$ cat src/rtl/serial_borrow_subtractor_if.sv
// Operand/result handshake bundle for serial_borrow_subtractor; the overflow wire exists only with SUB_OVERFLOW_FLAG_EN.
// Latency: none (wires only).
// Backpressure: carries in_valid/in_ready and out_valid/out_ready between producer, block and consumer.
interface serial_borrow_subtractor_if #(
    parameter int WIDTH = 8
);
    logic             in_valid;
    logic             in_ready;
    logic [WIDTH-1:0] a;
    logic [WIDTH-1:0] b;
    logic             borrow_in;
    logic             out_valid;
    logic             out_ready;
    logic [WIDTH-1:0] diff;
    logic             borrow_out;
`ifdef SUB_OVERFLOW_FLAG_EN
    logic             overflow;
`endif

    modport master (
        output in_valid, a, b, borrow_in, out_ready,
        input  in_ready, out_valid, diff, borrow_out
`ifdef SUB_OVERFLOW_FLAG_EN
        , input overflow
`endif
    );

    modport slave (
        input  in_valid, a, b, borrow_in, out_ready,
        output in_ready, out_valid, diff, borrow_out
`ifdef SUB_OVERFLOW_FLAG_EN
        , output overflow
`endif
    );
endinterface

$ cat src/rtl/serial_borrow_subtractor.sv
// Serial a - b - borrow_in, CHUNK bits per cycle with lookahead borrows inside each slice; SUB_OVERFLOW_FLAG_EN adds a signed overflow flag.
// Latency: WIDTH/CHUNK cycles from accept to out_valid; one op per WIDTH/CHUNK+2 cycles.
// Backpressure: result is held in DONE until out_ready; in_ready is low outside IDLE.
module serial_borrow_subtractor #(
    parameter int WIDTH = 8,
    parameter int CHUNK = 4
) (
    input  logic                      clk,
    input  logic                      rst,
    serial_borrow_subtractor_if.slave bus
);
    localparam int NSLICES = WIDTH / CHUNK;
    localparam int IDX_W   = (NSLICES > 1) ? $clog2(NSLICES) : 1;
    localparam logic [IDX_W-1:0] LAST_IDX = IDX_W'(NSLICES - 1);

    generate
        if (WIDTH % CHUNK != 0) begin : g_bad_chunk
            $error("serial_borrow_subtractor: WIDTH must be a multiple of CHUNK");
        end
    endgenerate

    typedef enum logic [1:0] {IDLE, RUN, DONE} state_t;

    state_t           state_q, state_d;
    logic [IDX_W-1:0] idx_q;
    logic [WIDTH-1:0] a_q, b_q, diff_q;
    logic             borrow_q, borrow_out_q;
    logic             accept, last_slice;
    logic [CHUNK-1:0] sa, sb, sg, sp, sd;
    logic [CHUNK:0]   bw;
    logic             prop, acc;

    assign last_slice = (idx_q == LAST_IDX);

    always_ff @(posedge clk) begin
        if (rst) state_q <= IDLE;
        else     state_q <= state_d;
    end

    always_comb begin
        state_d       = state_q;
        accept        = 1'b0;
        bus.in_ready  = 1'b0;
        bus.out_valid = 1'b0;
        case (state_q)
            IDLE: begin
                bus.in_ready = 1'b1;
                if (bus.in_valid) begin
                    accept  = 1'b1;
                    state_d = RUN;
                end
            end
            RUN: begin
                if (last_slice) state_d = DONE;
            end
            DONE: begin
                bus.out_valid = 1'b1;
                if (bus.out_ready) state_d = IDLE;
            end
            default: state_d = IDLE;
        endcase
    end

    // Each borrow into bit i+1 is an OR of generate terms propagated up to i,
    // plus the slice borrow-in propagated through the whole prefix.
    always_comb begin
        sa   = a_q[idx_q*CHUNK +: CHUNK];
        sb   = b_q[idx_q*CHUNK +: CHUNK];
        sg   = ~sa & sb;
        sp   = ~(sa ^ sb);
        bw   = '0;
        prop = 1'b1;
        acc  = 1'b0;
        bw[0] = borrow_q;
        for (int i = 0; i < CHUNK; i++) begin
            prop = 1'b1;
            acc  = 1'b0;
            for (int j = i; j >= 0; j--) begin
                acc  = acc | (prop & sg[j]);
                prop = prop & sp[j];
            end
            bw[i+1] = acc | (prop & borrow_q);
        end
        sd = sa ^ sb ^ bw[CHUNK-1:0];
    end

    always_ff @(posedge clk) begin
        if (rst) begin
            idx_q        <= '0;
            a_q          <= '0;
            b_q          <= '0;
            borrow_q     <= 1'b0;
            diff_q       <= '0;
            borrow_out_q <= 1'b0;
        end else if (accept) begin
            a_q      <= bus.a;
            b_q      <= bus.b;
            borrow_q <= bus.borrow_in;
            idx_q    <= '0;
        end else if (state_q == RUN) begin
            diff_q[idx_q*CHUNK +: CHUNK] <= sd;
            borrow_q <= bw[CHUNK];
            idx_q    <= last_slice ? '0 : idx_q + 1'b1;
            if (last_slice) borrow_out_q <= bw[CHUNK];
        end
    end

    assign bus.diff       = diff_q;
    assign bus.borrow_out = borrow_out_q;

`ifdef SUB_OVERFLOW_FLAG_EN
    logic overflow_q;

    // Only the top slice carries the sign bits; the flag is frozen with diff afterwards.
    always_ff @(posedge clk) begin
        if (rst)
            overflow_q <= 1'b0;
        else if (state_q == RUN && last_slice)
            overflow_q <= (a_q[WIDTH-1] != b_q[WIDTH-1]) && (sd[CHUNK-1] != a_q[WIDTH-1]);
    end

    assign bus.overflow = overflow_q;
`endif
endmodule

$ cat src/flat_wrapper.sv
// flat-port wrapper written by rule: the top's interface ports become plain ports
module serial_borrow_subtractor_flat 
#(
    parameter int WIDTH = 8,
    parameter int CHUNK = 4
)
  (clk, rst, bus_in_valid, bus_a, bus_b, bus_borrow_in, bus_out_ready, bus_in_ready, bus_out_valid, bus_diff, bus_borrow_out);
  serial_borrow_subtractor_if #(.WIDTH(WIDTH)) bus_i ();
  input  logic clk;
  input  logic rst;
  input wire logic [$bits(bus_i.in_valid)-1:0] bus_in_valid;
  input wire logic [$bits(bus_i.a)-1:0] bus_a;
  input wire logic [$bits(bus_i.b)-1:0] bus_b;
  input wire logic [$bits(bus_i.borrow_in)-1:0] bus_borrow_in;
  input wire logic [$bits(bus_i.out_ready)-1:0] bus_out_ready;
  output wire logic [$bits(bus_i.in_ready)-1:0] bus_in_ready;
  output wire logic [$bits(bus_i.out_valid)-1:0] bus_out_valid;
  output wire logic [$bits(bus_i.diff)-1:0] bus_diff;
  output wire logic [$bits(bus_i.borrow_out)-1:0] bus_borrow_out;
  assign bus_i.in_valid = bus_in_valid;
  assign bus_i.a = bus_a;
  assign bus_i.b = bus_b;
  assign bus_i.borrow_in = bus_borrow_in;
  assign bus_i.out_ready = bus_out_ready;
  assign bus_in_ready = bus_i.in_ready;
  assign bus_out_valid = bus_i.out_valid;
  assign bus_diff = bus_i.diff;
  assign bus_borrow_out = bus_i.borrow_out;
  serial_borrow_subtractor #(.WIDTH(WIDTH), .CHUNK(CHUNK)) u_core (.clk(clk), .rst(rst), .bus(bus_i));
endmodule
$ cat config.mk
export PLATFORM = sky130hd
export DESIGN_NAME = serial_borrow_subtractor_flat
export DESIGN_NICKNAME = d
export VERILOG_FILES = /design/src/rtl/serial_borrow_subtractor_if.sv /design/src/rtl/serial_borrow_subtractor.sv /design/src/flat_wrapper.sv
export SDC_FILE = /design/constraint.sdc
export NUM_CORES = 1
export LEC_CHECK = 0
export BUFFER_PORTS_ARGS = -buffer_cell sky130_fd_sc_hd__buf_4
export CORE_MARGIN = 2
export CORE_UTILIZATION = 45
export DETAILED_ROUTE_END_ITERATION = 6
export PLACE_DENSITY = 0.71
export SLEW_MARGIN = 10
export SYNTH_ARGS = -nofsm -noshare
export SYNTH_HDL_FRONTEND = slang
export SYNTH_SLANG_ARGS = --single-unit
export TNS_END_PERCENT = 10
$ cat constraint.sdc
create_clock -name clk -period 1.9 [get_ports clk]
set_input_delay 0.095 -clock clk [delete_from_list [all_inputs] [get_ports clk]]
set_output_delay 0.095 -clock clk [all_outputs]
set_load 0.01 [all_outputs]
==> results_dict.tcl, run 1 <==
set metrics [dict create \
    ant_nets_after_route 0 \
    die_height_microns 59.2 \
    cts_inserted_buffers 5 \
    max_cap_violations 0 \
    detail_route.vias_per_cell 5.00 \
    pin_count_of_the_biggest_net_entering_global_routing 30 \
    finalClockSkew_ps 8.08 \
    insertedDiodeCount 0 \
    ioPinCount 32 \
    switching_power_uw 396 \
    mostFrequentLayoutCells "37 x sky130_fd_sc_hd__buf_4, 32 x sky130_fd_sc_hd__nand2_1, 28 x sky130_fd_sc_hd__dfxtp_1, 12 x sky130_fd_sc_hd__nor2_1, 10 x sky130_fd_sc_hd__a21oi_1" \
    yosys_warnings 0 \
    grt_pass1_wl_microns 4460 \
    drive_gt1_share_pct 42.3 \
    seqPwrFrac_pct 49.1 \
    clk_latency_ps 320 \
    synth_top_area_cell "sky130_fd_sc_hd__dfxtp_1" \
    final_max_slew_viol_count 0 \
    setup.worst_path.start "u_core.idx_q$_SDFFE_PP0N_" \
    cp_data_arrival_time_ps 2030 \
    h_tree_levels 2 \
    gp_congestion 0.807 \
    io_buffers 31 \
    via_count 1076 \
    netSwitchingFraction_pct 28.5 \
    p_leak_nw 0.696 \
    first_pass_iteration_count_of_the_detailed_router 4 \
    cts-root-buf "sky130_fd_sc_hd__clkbuf_4" \
    report.power.total_mw 1.39 \
    combPwrFrac_pct 24.5 \
    post_synth.cell_area_avg_sq_um 9.44 \
    startpoint_type "register" \
    critPathKind "register to register" \
    worst_setup_path_end_kind "register" \
    clkTransAtPathRegs_ps 90 \
    ctsLongestPathBuffers 2 \
    number_of_flops_mapped_to_enable_cells_by_yosys 0 \
    synth_top_area_share_pct 42.4 \
    hold-worst-slack_ps 15.2 \
    mappedNetlistArea_sq_um 1370 \
    area.sequential_sq_um 584 \
    final_cell_count_without_fillers 215 \
    leading_cell_type_in_the_layout_fill_and_taps_excluded "sky130_fd_sc_hd__buf_4" \
    number_of_sinks_on_the_clock_net 29 \
    grt.total_usage_pct 17.5 \
    synthCells 145 \
    total_nets_final 208 \
    p_per_area_nw_per_um2 807 \
    crit-reg2reg-launch "u_core.idx_q$_SDFFE_PP0N_" \
    synthesis_to_layout_area_growth_pct 26.0 \
    grt_setup_unrepaired "true" \
    place_inst 206 \
    power_report.internal_total_uw 995 \
    filler_cell_count 271 \
    setup-violations-final 0 \
    p_clk_share_pct 26.4 \
    initial_core_util_pct 46.0 \
    postSynth.topFlopCell "sky130_fd_sc_hd__dfxtp_1" \
    grt_overflow 0 \
    max_slew_margin_pct 64.6 \
    place.detailed.hpwl_microns 2070 \
    synth_sequential_area_ratio_pct 42.4 \
    floorplan.die.width_microns 59.2 \
    timing_hold_violations_final 0 \
    postRouteWirelength_microns 2700 \
    yosysUniqueCellTypes 29 \
    dieArea_sq_um 3500 \
    drt_drc_violations_left 0 \
    fmaxAchievable_mhz 546 \
    hold_path_startpoint "bus_a[6]" \
    critical_path_required_ps 2090 \
    postCtsSetupBuffers 0 \
    placeableCoreArea_sq_um 2980 \
    outcome "finished, final reports clean" \
    detail_route.iter0.violations 34 \
    synth_top_cells_by_area "sky130_fd_sc_hd__dfxtp_1 42%, sky130_fd_sc_hd__nand2_1 8.8%, sky130_fd_sc_hd__a211oi_2 7.3%, sky130_fd_sc_hd__mux2i_1 5.1%, sky130_fd_sc_hd__a21oi_2 4.5%" \
    worst_hold_path_type "primary input to register" \
    layout_min_cycle_time_ps 1830 \
    cts_tree "done" \
    multi_input_comb_area_sq_um 734 \
    min_period_over_period_pct 96.5 \
    yosys_register_bits 29 \
    syn-num-nets 171 \
    grt_antenna_before_repair 0 \
    ir_drop_mv 0.461 \
    grt_pass1_vias 1046 \
    wire_per_inst_microns 12.6 \
    max_slew.worst_pin.slew_ps 530 \
    async_flop_share_pct 0 \
    worst-path-max-fanout 7 \
    row_count 20 \
    final_core_util_pct 57.9 \
]
## cell families after synthesis
logic type,after synthesis,share of synthesized area [%]
and+or+nand+nor,54,16.9
AOI/OAI and AO/OA,31,18.6
muxes,11,8.41
DFF,29,42.4
xor gates and xnor gates,3,1.92
buffers and inverters,12,6.67
adders and majority gates,5,5.12
## through the flow
stage	worst slack, ps	TNS, ps	instance area (sq um)
after floorplan	23.3	0	1370
after global placement	-52.0	-167	1610
after detailed placement	-143	-640	1610
after CTS	2.64	0	1680
after global routing	-13.6	-17.5	1720
final	67.3	0	1720
## sequential cells by signal (all words and copies together), names as in the netlist
register and count:
u_core.a_q 8, u_core.b_q 8, u_core.bus.diff 8, u_core.state_q 2
u_core.borrow_q 1, u_core.bus.borrow_out 1, u_core.idx_q 1
## worst max-delay path, cell delays in order (launching register included)
cell and delay (ps):
sky130_fd_sc_hd__dfxtp_4 390, sky130_fd_sc_hd__mux2_2 370, sky130_fd_sc_hd__ha_4 220, sky130_fd_sc_hd__a211oi_2 260, sky130_fd_sc_hd__nor2_1 90, sky130_fd_sc_hd__xor2_1 260
sky130_fd_sc_hd__a211oi_2 100
## power by group through the flow
| stage | Sequential [mW] | Combinational [mW] | Clock [mW] |
|---|---|---|---|
| after floorplan | 0.694 | 0.225 | 0 |
| after global placement | 0.695 | 0.309 | 0 |
| after detailed placement | 0.698 | 0.317 | 0 |
| after CTS | 0.683 | 0.322 | 0.378 |
| after global routing | 0.691 | 0.376 | 0.409 |
| final | 0.684 | 0.341 | 0.367 |
## Yosys cell counts, types with 2 or more instances
cell type,number
sky130_fd_sc_hd__mux2i_1,7
sky130_fd_sc_hd__mux2_2,4
sky130_fd_sc_hd__nor2_1,12
sky130_fd_sc_hd__a21oi_2,7
sky130_fd_sc_hd__xor2_1,2
sky130_fd_sc_hd__dfxtp_1,29
sky130_fd_sc_hd__clkbuf_1,2
sky130_fd_sc_hd__nand2_1,32
sky130_fd_sc_hd__and3_1,2
sky130_fd_sc_hd__a21oi_1,11
sky130_fd_sc_hd__inv_1,3
sky130_fd_sc_hd__ha_1,4
sky130_fd_sc_hd__buf_6,4
sky130_fd_sc_hd__nor2_2,4
sky130_fd_sc_hd__a211oi_2,8
## timing repair
| action | CTS | global route |
|---|---|---|
| hold buffers | 1 | 1 |
| gates resized for setup | 2 | 8 |
| pin swaps | 5 | 4 |
| setup endpoints to repair | 6 | 4 |
| endpoints found under the hold margin | 1 | 1 |
## final timing paths
path | endpoint | slack, ps | cells past startpoint
max reg2reg | u_core.bus.diff[6]$_SDFFE_PP0P_ | 70 | 6
min | u_core.a_q[6]$_SDFFE_PP0P_ | 20 | 3
max | u_core.bus.diff[6]$_SDFFE_PP0P_ | 70 | 6
min reg2reg | u_core.b_q[2]$_SDFFE_PP0P_ | 460 | 2
## layout make-up
class                      instances  area share (%)
tap                               33            2.39
multi-input combinational        104            42.6
timing repair buffer              39            17.3
inverter                           3           0.653
clock buffer                       7            3.19
sequential                        29            33.9
## routing by layer
metal  GRT usage [%]  routed length [microns]
met1            19.0                     1130
met2            31.1                     1380
met5               0                        0
met3            6.11                      146
met4            6.82                       47
No activity file was read; power rests on OpenSTA's default activity.
==> run 2, diff against run 1 <==
CORE_UTILIZATION = 47   (was 45)
PLACE_DENSITY = 0.74   (was 0.71)
==> results_dict.tcl, run 2 (synthesis results as in run 1) <==
set metrics [dict create \
    outcome "finished, violations left" \
    failed_checks "negative setup slack" \
    gp_congestion 0.793 \
    mostFrequentLayoutCells "36 x sky130_fd_sc_hd__buf_4, 32 x sky130_fd_sc_hd__nand2_1, 28 x sky130_fd_sc_hd__dfxtp_1, 11 x sky130_fd_sc_hd__nor2_1" \
    startpoint_type "register" \
    cp_data_arrival_time_ps 2100 \
    first_pass_iteration_count_of_the_detailed_router 4 \
    ctsLongestPathBuffers 2 \
    p_per_area_nw_per_um2 766 \
    grt_setup_unrepaired "true" \
    max_slew.worst_pin.slew_ps 569 \
    ant_nets_after_route 0 \
    max_slew_margin_pct 62.1 \
    die_height_microns 58.0 \
    grt_antenna_before_repair 0 \
    via_count 1162 \
    postRouteWirelength_microns 3200 \
    area.sequential_sq_um 584 \
    grt_pass1_wl_microns 5080 \
    ir_drop_mv 0.570 \
    leading_cell_type_in_the_layout_fill_and_taps_excluded "sky130_fd_sc_hd__buf_4" \
    critical_path_required_ps 2100 \
    clk_latency_ps 340 \
    detail_route.vias_per_cell 5.19 \
    critical-path-top-delay-family "compound AO/OA/AOI/OAI gates" \
    min_period_over_period_pct 100 \
    multi_input_comb_area_sq_um 828 \
    layout_min_cycle_time_ps 1900 \
    worst-path-max-fanout 3 \
    drt_drc_violations_left 0 \
    p_leak_nw 0.759 \
    timing.final.ws_setup_ps -0.410 \
    filler_cell_count 207 \
    detail_route.iter0.violations 36 \
    h_tree_levels 2 \
    setup-violations-final 1 \
    io_buffers 31 \
    tns_setup_ps -0.410 \
    place.detailed.hpwl_microns 2020 \
    row_count 19 \
    finalClockSkew_ps 16.4 \
    final_max_slew_viol_count 0 \
    fmaxAchievable_mhz 526 \
    grt.total_usage_pct 20.4 \
    crit_path_cell_trace "buf_6 > mux2i_4 > ha_4 > a211oi_4 > o21bai_4 > a21oi_4 > a311oi_2" \
    floorplan.die.width_microns 58.0 \
    cts_tree "done" \
    insertedDiodeCount 0 \
    placeableCoreArea_sq_um 2760 \
    grt_overflow 0 \
    max_stage_delay_ps 380 \
    worst_hold_path_type "primary input to register" \
    timing_hold_violations_final 0 \
    drive_gt1_share_pct 44.0 \
    number_of_sinks_on_the_clock_net 29 \
    dp_slack_ps -116 \
    wire_per_inst_microns 14.3 \
    initial_core_util_pct 49.6 \
    critPathKind "register to register" \
    hold-worst-slack_ps 14.0 \
    max_cap_violations 0 \
    final_core_util_pct 69.6 \
    cts_inserted_buffers 5 \
    grt_pass1_vias 1160 \
    dieArea_sq_um 3360 \
    critPathBufInv 1 \
    timing.critical_path.slowest_stage_cell "sky130_fd_sc_hd__dfxtp_4" \
    synthesis_to_layout_area_growth_pct 40.1 \
    total_nets_final 218 \
    ioPinCount 32 \
    worst_setup_path_end_kind "register" \
    pin_count_of_the_biggest_net_entering_global_routing 30 \
    clkTransAtPathRegs_ps 100 \
    cts-root-buf "sky130_fd_sc_hd__clkbuf_4" \
    report.power.total_mw 1.47 \
]
## run 2: cell count changes in the layout (fill, tap and decap cells not counted), moves of 2 or more
cell | previous run | this run
sky130_fd_sc_hd__dlygate4sd3_1 | 2 | 10
sky130_fd_sc_hd__buf_6 | 0 | 3
sky130_fd_sc_hd__mux2_2 | 4 | 1
sky130_fd_sc_hd__mux2_4 | 0 | 3
sky130_fd_sc_hd__clkinv_2 | 0 | 2
sky130_fd_sc_hd__ha_4 | 1 | 3
sky130_fd_sc_hd__mux2i_4 | 0 | 2
## run 2: metal layers
metal  track usage (%)  wire length (microns)
met1              22.6                   1320
met2              34.9                   1610
met3              6.47                    179
met4              10.3                     95
met5                 0                      0
## run 2: stage by stage
| stage | instance area (sq um) | instances |
|---|---|---|
| 2_1_floorplan | 1370 | 145 |
| 3_3_place_gp | 1620 | 206 |
| 3_5_place_dp | 1620 | 206 |
| 4_1_cts | 1820 | 224 |
| 5_1_grt | 1920 | 224 |
| 6_report | 1920 | 224 |
## run 2: worst min-delay path, stage by stage
cell and delay [ps]:
sky130_fd_sc_hd__buf_4 110, sky130_fd_sc_hd__nand2_1 50, sky130_fd_sc_hd__a21oi_1 60
## run 2: final timing paths
| path | startpoint | to | slack (ps) | cells after the start |
|---|---|---|---|---|
| worst max-delay path | u_core.idx_q$_SDFFE_PP0N_ | u_core.borrow_q$_SDFFE_PP0P_ | -0.4 | 7 |
| worst max register to register | u_core.idx_q$_SDFFE_PP0N_ | u_core.borrow_q$_SDFFE_PP0P_ | -0.4 | 7 |
| worst min register to register | u_core.b_q[2]$_SDFFE_PP0P_ | u_core.b_q[2]$_SDFFE_PP0P_ | 460 | 2 |
| worst min-delay path | bus_a[4] | u_core.a_q[4]$_SDFFE_PP0P_ | 10 | 3 |
## run 2: power by group
part	internal [mW]	total, mW	switching, mW
combinational	0.218	0.430	0.212
clock	0.140	0.353	0.213
sequential	0.651	0.687	0.0360
total	1.01	1.47	0.461
## run 2: what timing repair did
item                                    4_1_cts  5_1_grt
endpoints found under the hold margin        10        0
endpoints found under the setup margin        6        6
setup buffers                                 1        0
pin swaps                                     7        7
hold buffers                                 10        0
gates resized for setup                      10       16
## run 2: area by class of cell
| class | count | share of cell area, % |
|---|---|---|
| multi-input cells | 104 | 43.2 |
| clock inverters | 2 | 0.522 |
| well taps | 31 | 2.02 |
| inverters | 3 | 0.587 |
| clock buffers | 6 | 2.15 |
| flip-flops and latches | 29 | 30.5 |
| repair buffers | 49 | 21.1 |
